**src/rtl/game_round_ctrl.sv**
```systemverilog
//------------------------------------------------------------------------------
// Module   : game_round_ctrl
// Brief    : Round sequencer for the countdown-timer game. Drives the timer's
//            config/game buttons, arbitrates guesses against expiry and keeps
//            score and remaining attempts.
// Revision : 1.0 - initial release
//------------------------------------------------------------------------------
`default_nettype none

module game_round_ctrl #(
  parameter int PULSE_CYCLES = 4,
  parameter int MAX_ATTEMPTS = 3,
  parameter int DEFAULT_DEC  = 3,
  parameter int DEFAULT_SEC  = 0
) (
  input  logic       clk_50Mhz,
  input  logic       reset,
  input  logic       load_pb,
  input  logic       start_pb,
  input  logic [3:0] sw_dec,
  input  logic [3:0] sw_sec,
  input  logic       guess_valid,
  input  logic       guess_match,
  input  logic       timer_active,
  input  logic [3:0] timer_dec,
  input  logic [3:0] timer_sec,
  output logic       timer_config_n,
  output logic       timer_game_n,
  output logic       timer_rst,
  output logic [3:0] cfg_dec,
  output logic [3:0] cfg_sec,
  output logic [2:0] state,
  output logic [1:0] attempts_left,
  output logic [7:0] score,
  output logic       win_led,
  output logic       lose_led
);

  typedef enum logic [2:0] {
    S_IDLE  = 3'd0,
    S_CFG   = 3'd1,
    S_START = 3'd2,
    S_ARMED = 3'd3,
    S_PLAY  = 3'd4,
    S_WIN   = 3'd5,
    S_LOSE  = 3'd6
  } state_t;

  localparam logic [7:0] c_pulse_last  = 8'(PULSE_CYCLES - 1);
  localparam logic [1:0] c_max_attempt = 2'(MAX_ATTEMPTS);
  localparam logic [3:0] c_default_dec = 4'(DEFAULT_DEC);
  localparam logic [3:0] c_default_sec = 4'(DEFAULT_SEC);

  function automatic logic [3:0] bcd_clamp(input logic [3:0] d);
    return (d > 4'd9) ? 4'd9 : d;
  endfunction

  state_t     r_state;
  state_t     w_state_nxt;
  logic [7:0] r_pulse_cnt;
  logic [7:0] w_pulse_cnt_nxt;
  logic [3:0] r_cfg_dec;
  logic [3:0] w_cfg_dec_nxt;
  logic [3:0] r_cfg_sec;
  logic [3:0] w_cfg_sec_nxt;
  logic [1:0] r_attempts;
  logic [1:0] w_attempts_nxt;
  logic [7:0] r_score;
  logic [7:0] w_score_nxt;
  logic       r_config_n;
  logic       r_game_n;
  logic       r_timer_rst;
  logic       r_win_led;
  logic       r_lose_led;

  logic [3:0] w_dec9;
  logic [3:0] w_sec9;
  logic [8:0] w_score_sum;
  logic [7:0] w_score_sat;
  logic       w_round_end;

  assign w_dec9      = bcd_clamp(timer_dec);
  assign w_sec9      = bcd_clamp(timer_sec);
  assign w_score_sum = {1'b0, r_score} + ({5'd0, w_dec9} * 9'd10) + {5'd0, w_sec9};
  assign w_score_sat = w_score_sum[8] ? 8'hFF : w_score_sum[7:0];

  always_comb begin
    w_state_nxt     = r_state;
    w_pulse_cnt_nxt = r_pulse_cnt;
    w_cfg_dec_nxt   = r_cfg_dec;
    w_cfg_sec_nxt   = r_cfg_sec;
    w_attempts_nxt  = r_attempts;
    w_score_nxt     = r_score;
    case (r_state)
      S_IDLE: begin
        if (load_pb) begin
          w_cfg_dec_nxt = bcd_clamp(sw_dec);
          w_cfg_sec_nxt = bcd_clamp(sw_sec);
        end
        if (start_pb) begin
          w_state_nxt     = S_CFG;
          w_pulse_cnt_nxt = 8'd0;
          w_attempts_nxt  = c_max_attempt;
        end
      end
      S_CFG: begin
        if (r_pulse_cnt == c_pulse_last) begin
          w_state_nxt     = S_START;
          w_pulse_cnt_nxt = 8'd0;
        end else begin
          w_pulse_cnt_nxt = r_pulse_cnt + 8'd1;
        end
      end
      S_START: begin
        if (r_pulse_cnt == c_pulse_last) begin
          w_state_nxt     = S_ARMED;
          w_pulse_cnt_nxt = 8'd0;
        end else begin
          w_pulse_cnt_nxt = r_pulse_cnt + 8'd1;
        end
      end
      S_ARMED: begin
        if (timer_active) w_state_nxt = S_PLAY;
      end
      S_PLAY: begin
        // A guess outranks a simultaneous timer expiry
        if (guess_valid && guess_match) begin
          w_state_nxt = S_WIN;
          w_score_nxt = w_score_sat;
        end else if (guess_valid) begin
          if (r_attempts <= 2'd1) begin
            w_attempts_nxt = 2'd0;
            w_state_nxt    = S_LOSE;
          end else begin
            w_attempts_nxt = r_attempts - 2'd1;
          end
        end else if (!timer_active) begin
          w_state_nxt = S_LOSE;
        end
      end
      S_WIN, S_LOSE: begin
        if (start_pb) w_state_nxt = S_IDLE;
      end
      default: w_state_nxt = S_IDLE;
    endcase
  end

  assign w_round_end = (r_state == S_PLAY) &&
                       ((w_state_nxt == S_WIN) || (w_state_nxt == S_LOSE));

  // Button levels are decoded from the next state so they line up with it
  always_ff @(posedge clk_50Mhz) begin
    if (reset) begin
      r_state     <= S_IDLE;
      r_pulse_cnt <= 8'd0;
      r_cfg_dec   <= c_default_dec;
      r_cfg_sec   <= c_default_sec;
      r_attempts  <= c_max_attempt;
      r_score     <= 8'd0;
      r_config_n  <= 1'b1;
      r_game_n    <= 1'b1;
      r_timer_rst <= 1'b0;
      r_win_led   <= 1'b0;
      r_lose_led  <= 1'b0;
    end else begin
      r_state     <= w_state_nxt;
      r_pulse_cnt <= w_pulse_cnt_nxt;
      r_cfg_dec   <= w_cfg_dec_nxt;
      r_cfg_sec   <= w_cfg_sec_nxt;
      r_attempts  <= w_attempts_nxt;
      r_score     <= w_score_nxt;
      r_config_n  <= (w_state_nxt != S_CFG);
      r_game_n    <= (w_state_nxt != S_START);
      r_timer_rst <= w_round_end;
      r_win_led   <= (w_state_nxt == S_WIN);
      r_lose_led  <= (w_state_nxt == S_LOSE);
    end
  end

  assign timer_config_n = r_config_n;
  assign timer_game_n   = r_game_n;
  assign timer_rst      = r_timer_rst;
  assign cfg_dec        = r_cfg_dec;
  assign cfg_sec        = r_cfg_sec;
  assign state          = r_state;
  assign attempts_left  = r_attempts;
  assign score          = r_score;
  assign win_led        = r_win_led;
  assign lose_led       = r_lose_led;

endmodule

`default_nettype wire
```
**config.mk**
```make
export PLATFORM = sky130hd
export DESIGN_NAME = game_round_ctrl
export DESIGN_NICKNAME = d
export VERILOG_FILES = /design/src/rtl/game_round_ctrl.sv
export SDC_FILE = /design/constraint.sdc
export NUM_CORES = 1
export LEC_CHECK = 0
export ABC_CLOCK_PERIOD_IN_PS = 10600
export CORE_UTILIZATION = 50
export CTS_CLUSTER_DIAMETER = 60
export DETAILED_ROUTE_END_ITERATION = 8
export GPL_TIMING_DRIVEN = 1
export PLACE_DENSITY = 0.79
export SYNTH_ARGS = -nofsm -noshare
export SYNTH_HDL_FRONTEND = slang
export SYNTH_SLANG_ARGS = --single-unit
export TNS_END_PERCENT = 30
```
**constraint.sdc**
```tcl
create_clock -name clk_50Mhz -period 10.6 [get_ports clk_50Mhz]
set_clock_uncertainty 0.15 [all_clocks]
set_input_delay 2.12 -clock clk_50Mhz [delete_from_list [all_inputs] [get_ports clk_50Mhz]]
set_output_delay 2.12 -clock clk_50Mhz [all_outputs]
set_load 0.05 [all_outputs]
```
# [After elaboration in Yosys (flattened, before gate mapping)]
# Index checks and enable logic that the tools add are counted.
[totals] wordCells=70 out_inout_bits=26 ff_bits=34
[op_classes] n_lt_le_gt_ge=5 n_reduce_logical=12 mul=1 addsub=4 eq_ne=14 mux=23
[op_table] cell="$mux 3" count=9
[op_table] cell="$mux 8" count=3
[op_table] cell="$pmux 3 s6" count=1
[op_table] cell="$gt 4x4->1 const B" count=4
[op_table] cell="$mux 4" count=4
[op_table] cell="$pmux 8 s2" count=1
[op_table] cell="$eq 3x3->1 const B" count=5
[op_table] cell="$add 8x8->9" count=1
[op_table] cell="$add 9x4->9" count=1
[op_table] cell="$add 8x1->8 const B" count=1
[op_table] cell="$eq 8x2->1 const B" count=1
[op_table] cell="$mux 2" count=4
[op_table] cell="$mul 4x3->7 const B" count=1
[op_table] cell="$eq 3x2->1 const B" count=2
[op_table] cell="$ne 2x2->1 const B" count=3
[op_table] cell="$reduce_and 2->1" count=3
[op_table] cell="$pmux 2 s2" count=1
[op_table] cell="$reduce_and 4->1" count=1
[op_table] cell="$reduce_bool 2->1" count=2
[op_table] cell="$reduce_or 2->1" count=2
[op_table] cell="$eq 3x1->1 const B" count=1
[op_table] cell="$logic_not 3->1" count=1
[op_table] cell="$ne 3x1->1 const B" count=1
[op_table] cell="$ne 3x2->1 const B" count=1
[op_table] cell="4 further kinds" count=5

# [Longest topological paths before layout]
[depth] depth_word=8 ltp_mapped=14 mapped_depth_nobuf=14

# [Worst setup path after synthesis]
# Ideal clock, no wire load.
[synth_path] path_type="input -> register" from="input timer_dec[2]" to="register r_score[3], in the netlist score[3]" path_slack_ns=5.534 setup_time_ns=0.091 cell_stages=14 path_buffers=0 arrival_ns=4.825 path_cell_list="o21ai_0 -> nand2b_1 -> ha_1 -> ha_1 -> inv_1 -> fa_1 -> inv_1 -> ha_1 -> ha_1 -> o211ai_1 -> o21ai_0 -> mux2i_1 -> nand2_1 -> a311oi_1"
[synth_between] elab_chain_len=6
[synth_rtl] element="start, declared" line="25" source="input logic [3:0] timer_dec,"
[synth_rtl] element="$gt 4x4->1" line="55" source="return (d > 4'd9) ? 4'd9 : d;"
[synth_rtl] element="$mux 4 (*)" line="55"
[synth_rtl] element="$mul 4x3->7 (*)" line="84" source="assign w_score_sum = {1'b0, r_score} + ({5'd0, w_dec9} * 9'd10) + {5'd0, w_sec9};"
[synth_rtl] element="$add 8x8->9 (*)" line="84"
[synth_rtl] element="$add 9x4->9 (*)" line="84"
[synth_rtl] element="$mux 8 (*)" line="85" source="assign w_score_sat = w_score_sum[8] ? 8'hFF : w_score_sum[7:0];"
[synth_rtl] element="end signal, assigned" line="171" source="r_score <= w_score_nxt;"
[synth_rtl] element="end, declared" line="68" source="logic [7:0] r_score;"
# Mark *: on every way between the ends. The rest lies on a longest branch, timed or not.
# A chain may end at the register's enable or synchronous reset.

# [Final worst setup path]
[layout_path] from="input timer_dec[3]" to="register r_score[6], in the netlist score[6]"
# The elaborated chain is that of the path after synthesis.

==> metrics.md <==
| Metric | Value |
|---|---|
| Sink Count | 34 |
| Reg-to-reg setup timing slack | 7.73 ns |
| Synth-to-Final Area Change | 30.59% |
| Pwr per Cell Area | 125.2 nW/um^2 |
| Port Buffers | 48 |
| Cell taking the most area after synthesis | dfxtp_1 |
| Worst path slowest cell | clkdlybuf4s50_1 |
| Run status | finished, final reports clean |
| Die Ht | 66.98 um |
| R2r worst-path depth | 9 |
| Startpoint Class | input pin |
| Cell Area, Synth | 2111 um^2 |
| # IOs | 49 |
| Cells after synthesis | 236 |
| RePlAce Congestion | 0.8569 |
| Worst-path clk slew | 0.07 ns |
| First-pass GRT wire length | 7320 um |
| CP Max Fanout | 6 |
| Worst-skew pair later-pin latency | 0.28 ns |
| Synth area leaders | dfxtp_1 (32%), ha_1 (9.5%), nor2_1 (5.2%) |
| Std-Cell Rows | 23 |
| Post-synth ARST share | 0 |
| Max Cap Viol | 0 |
| Layout cells sized above 1 | 0.08070 |
| Setup bufs post-CTS | 0 |
| P_int | 0.2549 mW |
| Top-count cell post-synth | dfxtp_1 |
| Most used cell, CP | ha_1 |
| Global Route met1 Usage | 0.2720 |
| DR vias/cell | 5.355 |
| Post-DRT Antenna Nets | 0 |
| Fill count | 318 |
| Routed vias | 1794 |
| Max VDD drop | 68.29 uV |
| Comb pwr share | 0.195 |
| Final setup vio count | 0 |
| Wirelength per Cell | 12.80 um |
| Synth top cells by count | dfxtp_1 (34), nor2_1 (29), a21oi_1 (21) |
| Fin nets | 328 |
| Syn_nets | 280 |
| HPWL Detailed | 3176 um |
| Worst hold path type | register to register |
| DRC | 0 |
| Clock power share | 0.415 |
| Initial antenna violation count | 0 |
| Top_reg_cell synth | dfxtp_1 |
| WP data arrival | 5.63 ns |
| GRT busiest layer | met2 |
| Core area | 4029 um^2 |
| Fin. Hold Viols | 0 |
| Critical Path Source | timer_dec[3] |
| GRT Residual Overflow | 0 |
| Synth unique cells | 49 |
| Routing usage on met2 | 0.3674 |
| Die X | 66.98 um |
| Largest net degree at the start of global routing | 25 |
| Total GRT Usage | 0.2155 |
| Critical Path RT | 10.63 ns |
| RR Endpoint | score[6] |
| CTS Buffer Depth | 2 |
| Final Max Slew Viols | 0 |
| 1st-iter DRT viols | 84 |
| Leak Pwr | 1.094 nW |
| Die area | 4486 um^2 |
| Sequential-to-total area share from yosys stat | 0.3225 |
| Reg2reg start | score[3] |
| RSZ-0062 raised after global routing | false |
| Critical path class | input pin to register |
| Hold buffer count at CTS | 0 |
| # placed instances | 327 |
| #FFs+latches synth | 34 |
| Final period util | 0.5289 |
| Final Instance Count excl. Fillers | 335 |
| Starting Density | 0.5239 |
| Fmax | 178.4 MHz |
| Setup TNS | 0 ns |
| Antenna cells | 0 |
| Post-CTS sizing | 0 |
| Slew of the pin with the lowest slew margin | 0.8761 ns |
| Worst path max stage delay | 0.56 ns |
| Yosys top cell area share | 0.3225 |
| Fin crit period | 5.606 ns |
| Vias in the first global route | 1667 |
| Crit-path cells | clkdlybuf4s50_1 > o21ai_0 > nand2b_1 > ha_1 > ha_1 > inv_1 > fa_1 > inv_1 > ha_1 > ha_1 > o211ai_1 > o21ai_0 > mux2i_1 > nand2_1 > a311oi_1 |
| Rel. slew slack | 0.4141 |
| Switching share of power | 0.2613 |
| P_sw | 0.09017 mW |
| Initial DRT Pass Iterations | 4 |
| Drt total wl | 4287 um |
| CP endpoint kind | register |
| CTS buffer count | 5 |
| Yosys warnings | 0 |
| Critical Path Sink | score[6] |
| Number of synthesized flops with an enable pin | 0 |
| Root buffer cell | clkbuf_8 |
| Global Route met3 Usage | 0.03082 |
| Htree depth | 2 |
| Syn Area/Cell | 8.944 um^2 |
| Clock tree from TritonCTS | built |
| Sequential share of power | 0.390 |
-- worst max-delay path, delay by kind of cell --
| family | cells | cell delay, ns |
|---|---|---|
| adders and majority gates | 5 | 1.40 |
| AOI/OAI and AO/OA | 4 | 0.77 |
| buffers and inverters | 3 | 0.66 |
| muxes | 1 | 0.38 |
| and+or+nand+nor | 2 | 0.31 |
-- state kept, by name, indices dropped and copies added (netlist names) --
signal          flops
timer_game_n        1
lose_led            1
r_pulse_cnt         8
cfg_dec             4
cfg_sec             4
attempts_left       2
win_led             1
timer_rst           1
score               8
timer_config_n      1
state               3
-- layer usage --
layer,up-vias,part of all wire
met2,46,0.47
met5,-,0
met4,0,0.011
met1,808,0.48
li1,936,-
met3,4,0.037
-- power groups by stage --
stage | clock, mW | sequential [mW] | combinational, mW
after CTS | 0.145 | 0.135 | 0.0676
final | 0.143 | 0.135 | 0.0673
after floorplan | 0 | 0.147 | 0.0354
after global placement | 0 | 0.137 | 0.0663
after detailed placement | 0 | 0.138 | 0.0669
after global routing | 0.149 | 0.135 | 0.0750
-- per-stage QoR --
step                      setup slack [ns]  hold WS, ns  power, mW  area (um^2)    util
after detailed placement             4.658       0.3046     0.2044         2619  0.6500
after global placement               4.782       0.2915     0.2037         2619  0.6500
after floorplan                      5.534       0.3497     0.1824         2111       -
after global routing                 4.644       0.3460     0.3596         2756  0.6842
after CTS                            4.969       0.3153     0.3469         2756  0.6842
final                                4.994       0.3116     0.3451         2756  0.6842
-- kinds of logic after synthesis --
kind of cell	after synthesis	synth area share
adders and majority gates	21	0.1423
buffers and inverters	19	0.03794
DFF	34	0.3225
muxes	3	0.01423
AOI/OAI and AO/OA	61	0.1915
other	2	0.003558
xor gates and xnor gates	14	0.05809
and+or+nand+nor	82	0.2300
-- placed cells by master (no fill, tap or decap), drive strengths merged, types with 2 or more instances in the layout --
cell type | Yosys | routed
o211ai | 2 | 2
nor3b | 5 | 5
and3 | 3 | 3
nor2b | 7 | 7
nand3 | 3 | 3
inv | 12 | 12
a211o | 2 | 2
ha | 16 | 16
or3b | 3 | 3
o22ai | 2 | 2
nor2 | 30 | 30
nand2 | 12 | 12
a21o | 3 | 3
mux2i | 3 | 3
a211oi | 7 | 7
dfxtp | 34 | 34
clkdlybuf4s50 | 0 | 48
nand2b | 3 | 3
fa | 5 | 5
o21bai | 2 | 2
a21oi | 23 | 23
xnor2 | 4 | 4
nand4 | 4 | 4
clkbuf | 2 | 5
xor2 | 10 | 10
a22oi | 2 | 2
bufinv | 0 | 2
conb | 2 | 2
nor3 | 3 | 3
o21ai | 10 | 10
a311oi | 5 | 5
nand3b | 2 | 2
-- worst min path at each step --
stage                           to            from  depth (start not counted)
floorplan           r_pulse_cnt[7]  r_pulse_cnt[7]                          2
global placement        cfg_sec[3]      cfg_sec[3]                          2
detailed placement      cfg_dec[0]      cfg_dec[0]                          1
CTS                     cfg_sec[3]      cfg_sec[3]                          2
global route            cfg_sec[3]      cfg_sec[3]                          2
finish                  cfg_sec[3]      cfg_sec[3]                          2
-- layout make-up --
class                      count  area (um^2)  share of cell area
clock inverter                 3        68.82             0.02497
clock buffer                   5        68.82             0.02497
multi-input combinational    183         1350              0.4898
inverter                      12        45.04             0.01634
timing repair buffer          48        480.5              0.1743
tap                           50        62.56             0.02270
sequential                    34        680.7              0.2469
(Power assumes the default switching activity.)
